`config.mk`:
```
export PLATFORM = sky130hd
export DESIGN_NAME = cpu_bus_timer_slave
export DESIGN_NICKNAME = d
export VERILOG_FILES = /design/src/rtl/cpu_bus_timer_slave.sv
export SDC_FILE = /design/constraint.sdc
export NUM_CORES = 1
export LEC_CHECK = 0
export CAP_MARGIN = 20
export CORE_MARGIN = 1
export CORE_UTILIZATION = 30
export CTS_BUF_LIST = sky130_fd_sc_hd__clkbuf_8
export CTS_CLUSTER_SIZE = 30
export DETAILED_ROUTE_END_ITERATION = 7
export SLEW_MARGIN = 5
export SYNTH_ARGS = -nofsm -noshare
export SYNTH_HDL_FRONTEND = slang
export SYNTH_SLANG_ARGS = --single-unit
```
`constraint.sdc`:
```
create_clock -name clock -period 2.91 [get_ports clock]
set_input_delay 0.291 -clock clock [delete_from_list [all_inputs] [get_ports clock]]
set_output_delay 0.291 -clock clock [all_outputs]
set_load 0.005 [all_outputs]
```
`src/rtl/cpu_bus_timer_slave.sv`:
```
// cpu_bus_timer_slave
//
// Memory-mapped timer peripheral sitting on the CPU memory bus. It claims an
// 8-word window at BASE_ADDR, accepts byte-strobed writes, returns registered
// read data one cycle after the access, and raises a level interrupt when the
// prescaled 32-bit up-counter matches the compare register.
//
// Register window (word offset within the window):
//   0 CTRL   RW  [0] EN, [1] IE, [2] AR (auto-reload to 0 on match)
//   1 PRESC  RW  [15:0] prescale divider (tick every PRESC+1 enabled cycles)
//   2 COUNT  RW  32-bit counter
//   3 CMP    RW  32-bit compare value
//   4 STATUS     [0] MATCH, write-1-to-clear
//   5 ID     RO  ID_VALUE
//   6-7          read 0, writes ignored
//
// Ports:
//   clock     in   single clock, rising edge
//   reset     in   asynchronous, active-low reset
//   addr_out  in   CPU word address (MEMORY_BUS_WIDTH-2 bits)
//   data_out  in   CPU write data
//   wb_out    in   byte write strobes, bit i covers data bits [8i+7:8i]; 0 = read
//   data_in   out  registered read data; 0 whenever the window is not addressed
//   irq       out  registered MATCH & IE, level, active-high

module cpu_bus_timer_slave #(
  parameter int          MEMORY_BUS_WIDTH = 32,
  parameter logic [31:0] BASE_ADDR        = 32'h0000_0100,
  parameter logic [31:0] ID_VALUE         = 32'h7131_0001
) (
  input  logic                        clock,
  input  logic                        reset,
  input  logic [MEMORY_BUS_WIDTH-3:0] addr_out,
  input  logic [MEMORY_BUS_WIDTH-1:0] data_out,
  input  logic [3:0]                  wb_out,
  output logic [MEMORY_BUS_WIDTH-1:0] data_in,
  output logic                        irq
);

  localparam int DW = MEMORY_BUS_WIDTH;
  localparam int AW = MEMORY_BUS_WIDTH - 2;

  localparam logic [2:0] OFF_CTRL   = 3'd0;
  localparam logic [2:0] OFF_PRESC  = 3'd1;
  localparam logic [2:0] OFF_COUNT  = 3'd2;
  localparam logic [2:0] OFF_CMP    = 3'd3;
  localparam logic [2:0] OFF_STATUS = 3'd4;
  localparam logic [2:0] OFF_ID     = 3'd5;

  logic          ctrl_en;
  logic          ctrl_ie;
  logic          ctrl_ar;
  logic [15:0]   presc;
  logic [15:0]   pcnt;
  logic [DW-1:0] count;
  logic [DW-1:0] cmp;
  logic          match;

  logic          sel;
  logic [2:0]    off;
  logic          wr;
  logic [DW-1:0] byte_mask;
  logic          tick;
  logic          match_hit;
  logic          w1c;
  logic [DW-1:0] rd_mux;

  // Window decode: the low three word-address bits pick the register, the rest
  // must equal the base address.
  assign sel = (addr_out[AW-1:3] == BASE_ADDR[AW-1:3]);
  assign off = addr_out[2:0];
  assign wr  = sel && (wb_out != 4'b0000);

  assign byte_mask = {{8{wb_out[3]}}, {8{wb_out[2]}}, {8{wb_out[1]}}, {8{wb_out[0]}}};

  // A tick is issued on the cycle the prescale counter reaches the divider, so
  // PRESC=0 ticks every enabled cycle. Compare uses pre-edge register values.
  assign tick      = ctrl_en && (pcnt == presc);
  assign match_hit = tick && (count == cmp);
  assign w1c       = wr && (off == OFF_STATUS) && wb_out[0] && data_out[0];

  // Read mux; unimplemented bits are tied to 0.
  always_comb begin
    rd_mux = '0;
    case (off)
      OFF_CTRL:   rd_mux = {{(DW-3){1'b0}}, ctrl_ar, ctrl_ie, ctrl_en};
      OFF_PRESC:  rd_mux = {{(DW-16){1'b0}}, presc};
      OFF_COUNT:  rd_mux = count;
      OFF_CMP:    rd_mux = cmp;
      OFF_STATUS: rd_mux = {{(DW-1){1'b0}}, match};
      OFF_ID:     rd_mux = ID_VALUE;
      default:    rd_mux = '0;
    endcase
  end

  // Control register; only byte lane 0 carries implemented bits.
  always_ff @(posedge clock or negedge reset) begin
    if (!reset) begin
      ctrl_en <= 1'b0;
      ctrl_ie <= 1'b0;
      ctrl_ar <= 1'b0;
    end else if (wr && (off == OFF_CTRL) && wb_out[0]) begin
      ctrl_en <= data_out[0];
      ctrl_ie <= data_out[1];
      ctrl_ar <= data_out[2];
    end
  end

  // Divider and compare registers, byte-lane writes.
  always_ff @(posedge clock or negedge reset) begin
    if (!reset) begin
      presc <= '0;
      cmp   <= '0;
    end else begin
      if (wr && (off == OFF_PRESC))
        presc <= (presc & ~byte_mask[15:0]) | (data_out[15:0] & byte_mask[15:0]);
      if (wr && (off == OFF_CMP))
        cmp <= (cmp & ~byte_mask) | (data_out & byte_mask);
    end
  end

  // Prescale counter restarts whenever the timer is disabled, on every tick,
  // and on any PRESC write so a new divider takes effect from a clean phase.
  always_ff @(posedge clock or negedge reset) begin
    if (!reset)
      pcnt <= '0;
    else if ((wr && (off == OFF_PRESC)) || !ctrl_en || tick)
      pcnt <= '0;
    else
      pcnt <= pcnt + 16'd1;
  end

  // Counter: a CPU write wins outright over the tick update; unwritten lanes
  // keep their old value without incrementing.
  always_ff @(posedge clock or negedge reset) begin
    if (!reset)
      count <= '0;
    else if (wr && (off == OFF_COUNT))
      count <= (count & ~byte_mask) | (data_out & byte_mask);
    else if (tick)
      count <= (match_hit && ctrl_ar) ? '0 : count + 1'b1;
  end

  // MATCH flag: a new match beats a simultaneous write-1-to-clear.
  always_ff @(posedge clock or negedge reset) begin
    if (!reset)
      match <= 1'b0;
    else if (match_hit)
      match <= 1'b1;
    else if (w1c)
      match <= 1'b0;
  end

  // Registered read data and interrupt. irq is built only from flop outputs so
  // it cannot glitch, and lags MATCH/IE by one cycle.
  always_ff @(posedge clock or negedge reset) begin
    if (!reset) begin
      data_in <= '0;
      irq     <= 1'b0;
    end else begin
      data_in <= sel ? rd_mux : '0;
      irq     <= match && ctrl_ie;
    end
  end

endmodule

```
==> impl_summary.md <==
Status
The flow ran to the end, and the final reports show no timing, DRC or antenna violations.

Power and ir drop
The reported net switching power is 937 uW. In this run the static leakage power is 0.00437 uW. The power per standard cell area is 390 nW/um^2. The clock share of power is 43.5%. The peak supply drop is 0.183 mV.

The fraction of power consumed by combinational cells is 6.4%. The internal cell power is 2750 uW. The net switching fraction of the power is 25.4%. In this run, flip-flops and latches consume 50.2% of the power.

Synth
In this run, synthesis inferred 0 flip-flops with an integrated enable. The cell accounting for the most synthesized area is sky130_fd_sc_hd__dfrtp_1. Among all cell types in the netlist, the one instantiated most often is sky130_fd_sc_hd__dfrtp_1. Yosys printed 0 warnings. The share of the Yosys chip area taken by registers is 44.7%. Summed over its instances, the top area cell type makes up 44.7% of the synthesized netlist area. The synthesized netlist contains 72 unique library cells. In the synthesized netlist, the cells that appear most often are sky130_fd_sc_hd__dfrtp_1, sky130_fd_sc_hd__nor2_1, sky130_fd_sc_hd__mux2_2. The dominant synthesized flop cell is sky130_fd_sc_hd__dfrtp_1.

For this run, asynchronously set or reset flops after synthesis account for 100%. After technology mapping, the gate count stands at 734. After synthesis, the cell types taking the most area are sky130_fd_sc_hd__dfrtp_1, sky130_fd_sc_hd__mux2_2, sky130_fd_sc_hd__xor2_1, sky130_fd_sc_hd__nor2_1, sky130_fd_sc_hd__nand3_1.

The count of state elements after synthesis is 133. Summing every instance area after synthesis gives 7440 um^2. The total nets after synthesis is 804. The average instance in the mapped netlist occupies 10.1 um^2.

Final layout
Relative to the synthesized area, the layout overhead comes to 27.1%. With fillers left out, the area of the finished cells amounts to 9460 um^2. Cells with a size suffix above 1 make up 20.4% of the layout. The net count of the finished layout is 930. The core utilization of the finished layout is 38.9%. The final standard cell count with taps included and fillers excluded is 1196. The count of antenna diodes in the layout is 0.

Min path
The startpoint identified for the worst hold timing path is addr_out[0]. The worst hold path terminates at data_in[23]$_DFF_PN0_. The worst min-delay path category is in -> reg.

The worst hold path passes through 4 cells.

Routing
The first-pass iteration count of the detailed router is 5. For this block, the initial DRC count from the detailed router was 472. For this block, the routed nets add up to 22600 um of wire. The average via count per standard cell is 5.18. The count of vias placed by the detailed router is 6191. In the routed design, unresolved DRC markers number 0. After detailed routing, the average wire length per cell comes to 18.9 um. The count of nets left with antenna violations once routing finished came out at 0.

Clock tree
The total CTS buffers is 17. The later pin in the worst-skew pair is clocked with a latency of 0.46 ns. The clock-pin transition on the worst setup and hold timing paths is 0.08 ns.

TritonCTS built the clock tree. The H-tree was split into 4 levels. CTS placed an instance of sky130_fd_sc_hd__clkbuf_8 at the clock tree root. The clock net in this run drives a total of 133 sinks. The number of instances resized during post-cts repair is 0.

The deepest clock path buffer count is 2.

Placement
The placed instances occupy a cell area of 9060 um^2. At the end of routability-driven placement, the weighted congestion stood at 0.875. The detailed placer's ending HPWL is 16800 um.

After detailed placement, the design holds a cell count of 1164. The number of I/O port buffers is 100.

Run
The max-cap check violation count is 0.

Timing
The worst relative slew slack is 49.9%. The number of slew-limit violations in the final report is 0. The minimum hold slack is 0.399 ns. The number of hold-slack violations in the final timing report is 0.

The worst path uses 94.0% of the clock period. The shortest period the worst path allows is 2.73 ns. Setup violations remaining at the end of the flow were counted as 0. The final worst clock skew is 0.0135 ns.

The maximum clock rate is 0.366 GHz. The slew of the pin with the lowest slew margin is 0.751 ns. Setup repair after global routing left no endpoint under its margin.

Global routing
The global routing usage summed across all routing layers is 18.2%. The via count of the first global-routing pass is 6168. The overflow left after global routing is 0.

The first global-routing pass estimated 35600 um of wire. Entering global routing, the biggest net connects 81 pins. The number of antenna violations at the first check in global routing was 0.

Worst setup path
For this design, the slowest cell found on the critical path is sky130_fd_sc_hd__dfrtp_1. Traced cell by cell, the critical path runs through xor2_1, nor4_1, nand4_1, or3_1, buf_4, o21bai_1, o221ai_1, a22o_1. Across all register-to-register paths, the minimum setup slack is 0.18 ns. The startpoint class of the critical path is a flop. The arrival time at the worst endpoint is 3.09 ns. The biggest cell delay along the critical path is 0.48 ns. The worst path required time is 3.26 ns. The path depth of the worst reg2reg path is 8.

The type of the worst setup path is reg -> reg. Of all nets on the critical path, the largest fanout is 9. The type of element capturing the critical path is a flop.

Floorplanning
The overall die height is 160 um. The starting density of the core is 30.6%. The number of cell rows is 57. The die covers 25400 um^2.

The core region is 24300 um^2. From left edge to right edge, the die measures 160 um. The count of pins on the block boundary is 101.
-- layer usage --
| layer | vias up | share of wire, % | GRT usage [%] |
|---|---|---|---|
| li1 | 2911 | - | - |
| met1 | 3048 | 47 | 25.6 |
| met2 | 211 | 46 | 28.4 |
| met3 | 21 | 5.5 | 3.57 |
| met4 | 0 | 1.2 | 5.16 |
| met5 | - | 0 | 0 |
-- layout by cell type (no fill, tap or decap), types with 3 or more instances in the layout --
cell,Yosys,final
sky130_fd_sc_hd__nor4_1,20,20
sky130_fd_sc_hd__and2_1,11,11
sky130_fd_sc_hd__clkbuf_8,0,18
sky130_fd_sc_hd__mux2_2,69,69
sky130_fd_sc_hd__clkdlybuf4s50_1,0,98
sky130_fd_sc_hd__a221o_1,7,7
sky130_fd_sc_hd__nor3_1,8,8
sky130_fd_sc_hd__or3_1,7,7
sky130_fd_sc_hd__nand4_1,13,13
sky130_fd_sc_hd__mux2i_1,10,10
sky130_fd_sc_hd__o2bb2ai_1,8,8
sky130_fd_sc_hd__and4_1,3,3
sky130_fd_sc_hd__nand3_1,50,50
sky130_fd_sc_hd__o2111ai_1,4,4
sky130_fd_sc_hd__inv_1,12,12
sky130_fd_sc_hd__xnor2_1,13,13
sky130_fd_sc_hd__and3_1,13,13
sky130_fd_sc_hd__buf_4,1,50
sky130_fd_sc_hd__nand2_1,60,60
sky130_fd_sc_hd__dfrtp_1,133,133
sky130_fd_sc_hd__or2_2,6,6
sky130_fd_sc_hd__xor2_1,49,49
sky130_fd_sc_hd__or4_1,4,4
sky130_fd_sc_hd__a22oi_1,25,25
sky130_fd_sc_hd__nand2b_1,3,3
sky130_fd_sc_hd__a2bb2oi_1,11,11
sky130_fd_sc_hd__clkinv_4,0,3
sky130_fd_sc_hd__buf_12,0,3
sky130_fd_sc_hd__nand4b_1,6,6
sky130_fd_sc_hd__o21ai_0,5,5
sky130_fd_sc_hd__clkinvlp_4,0,4
sky130_fd_sc_hd__nor2_1,76,76
sky130_fd_sc_hd__a21oi_1,16,16
-- worst max-delay path: cells and delay by family, from the launching register on --
family                    cells  cell delay [ns]
DFF                           1             0.48
buffers and inverters         1             0.21
xor gates and xnor gates      1             0.21
AOI/OAI and AO/OA             3             0.62
and+or+nand+nor               3             1.12
-- per-stage QoR --
stage	setup TNS [ns]	power (uW)	setup slack, ns
after global routing	0	3810	0.0553
after global placement	-0.885	2120	-0.0585
after detailed placement	-1.68	2120	-0.100
after floorplan	0	1930	0.679
final	0	3690	0.176
after CTS	0	3720	0.203
-- power by group through the flow --
stage	registers [uW]	clock network [uW]	logic, uW
after floorplan	1880	0	48.9
after global placement	1890	0	236
after detailed placement	1890	0	236
after CTS	1850	1630	238
after global routing	1850	1710	254
final	1850	1600	236
-- cells by family (layout without fill, tap and decap cells) --
group           after synthesis  count (layout)  share of synthesized area, %
xor+xnor                     62              62                          7.29
fa+ha+maj                     2               2                         0.336
simple gates                300             300                          21.4
buf+inv                      59             197                          3.65
flops                       133             133                          44.7
mux                          81              81                          12.4
compound gates               97              97                          10.2
-- how the worst max path moves through the flow --
stage / cells after the start / to
final: 8 / flop
after global routing: 8 / flop
after CTS: 8 / flop
after detailed placement: 8 / flop
after global placement: 8 / flop
after floorplan: 8 / flop
-- repair_timing --
action,in CTS,in global routing
endpoints found under the hold margin,77,0
buffers inserted,0,0
hold buffers,1,0
-- final cells by class --
| class | instances | area, um^2 |
|---|---|---|
| Timing Repair Buffer | 154 | 1440 |
| Fill cell | 2426 | 14900 |
| Tap cell | 324 | 405 |
| Sequential cell | 133 | 3330 |
| Multi-Input combinational cell | 542 | 3840 |
| Clock inverter | 13 | 150 |
| Inverter | 12 | 45.0 |
| Clock buffer | 18 | 248 |
Power figures use the tool's default switching activity.
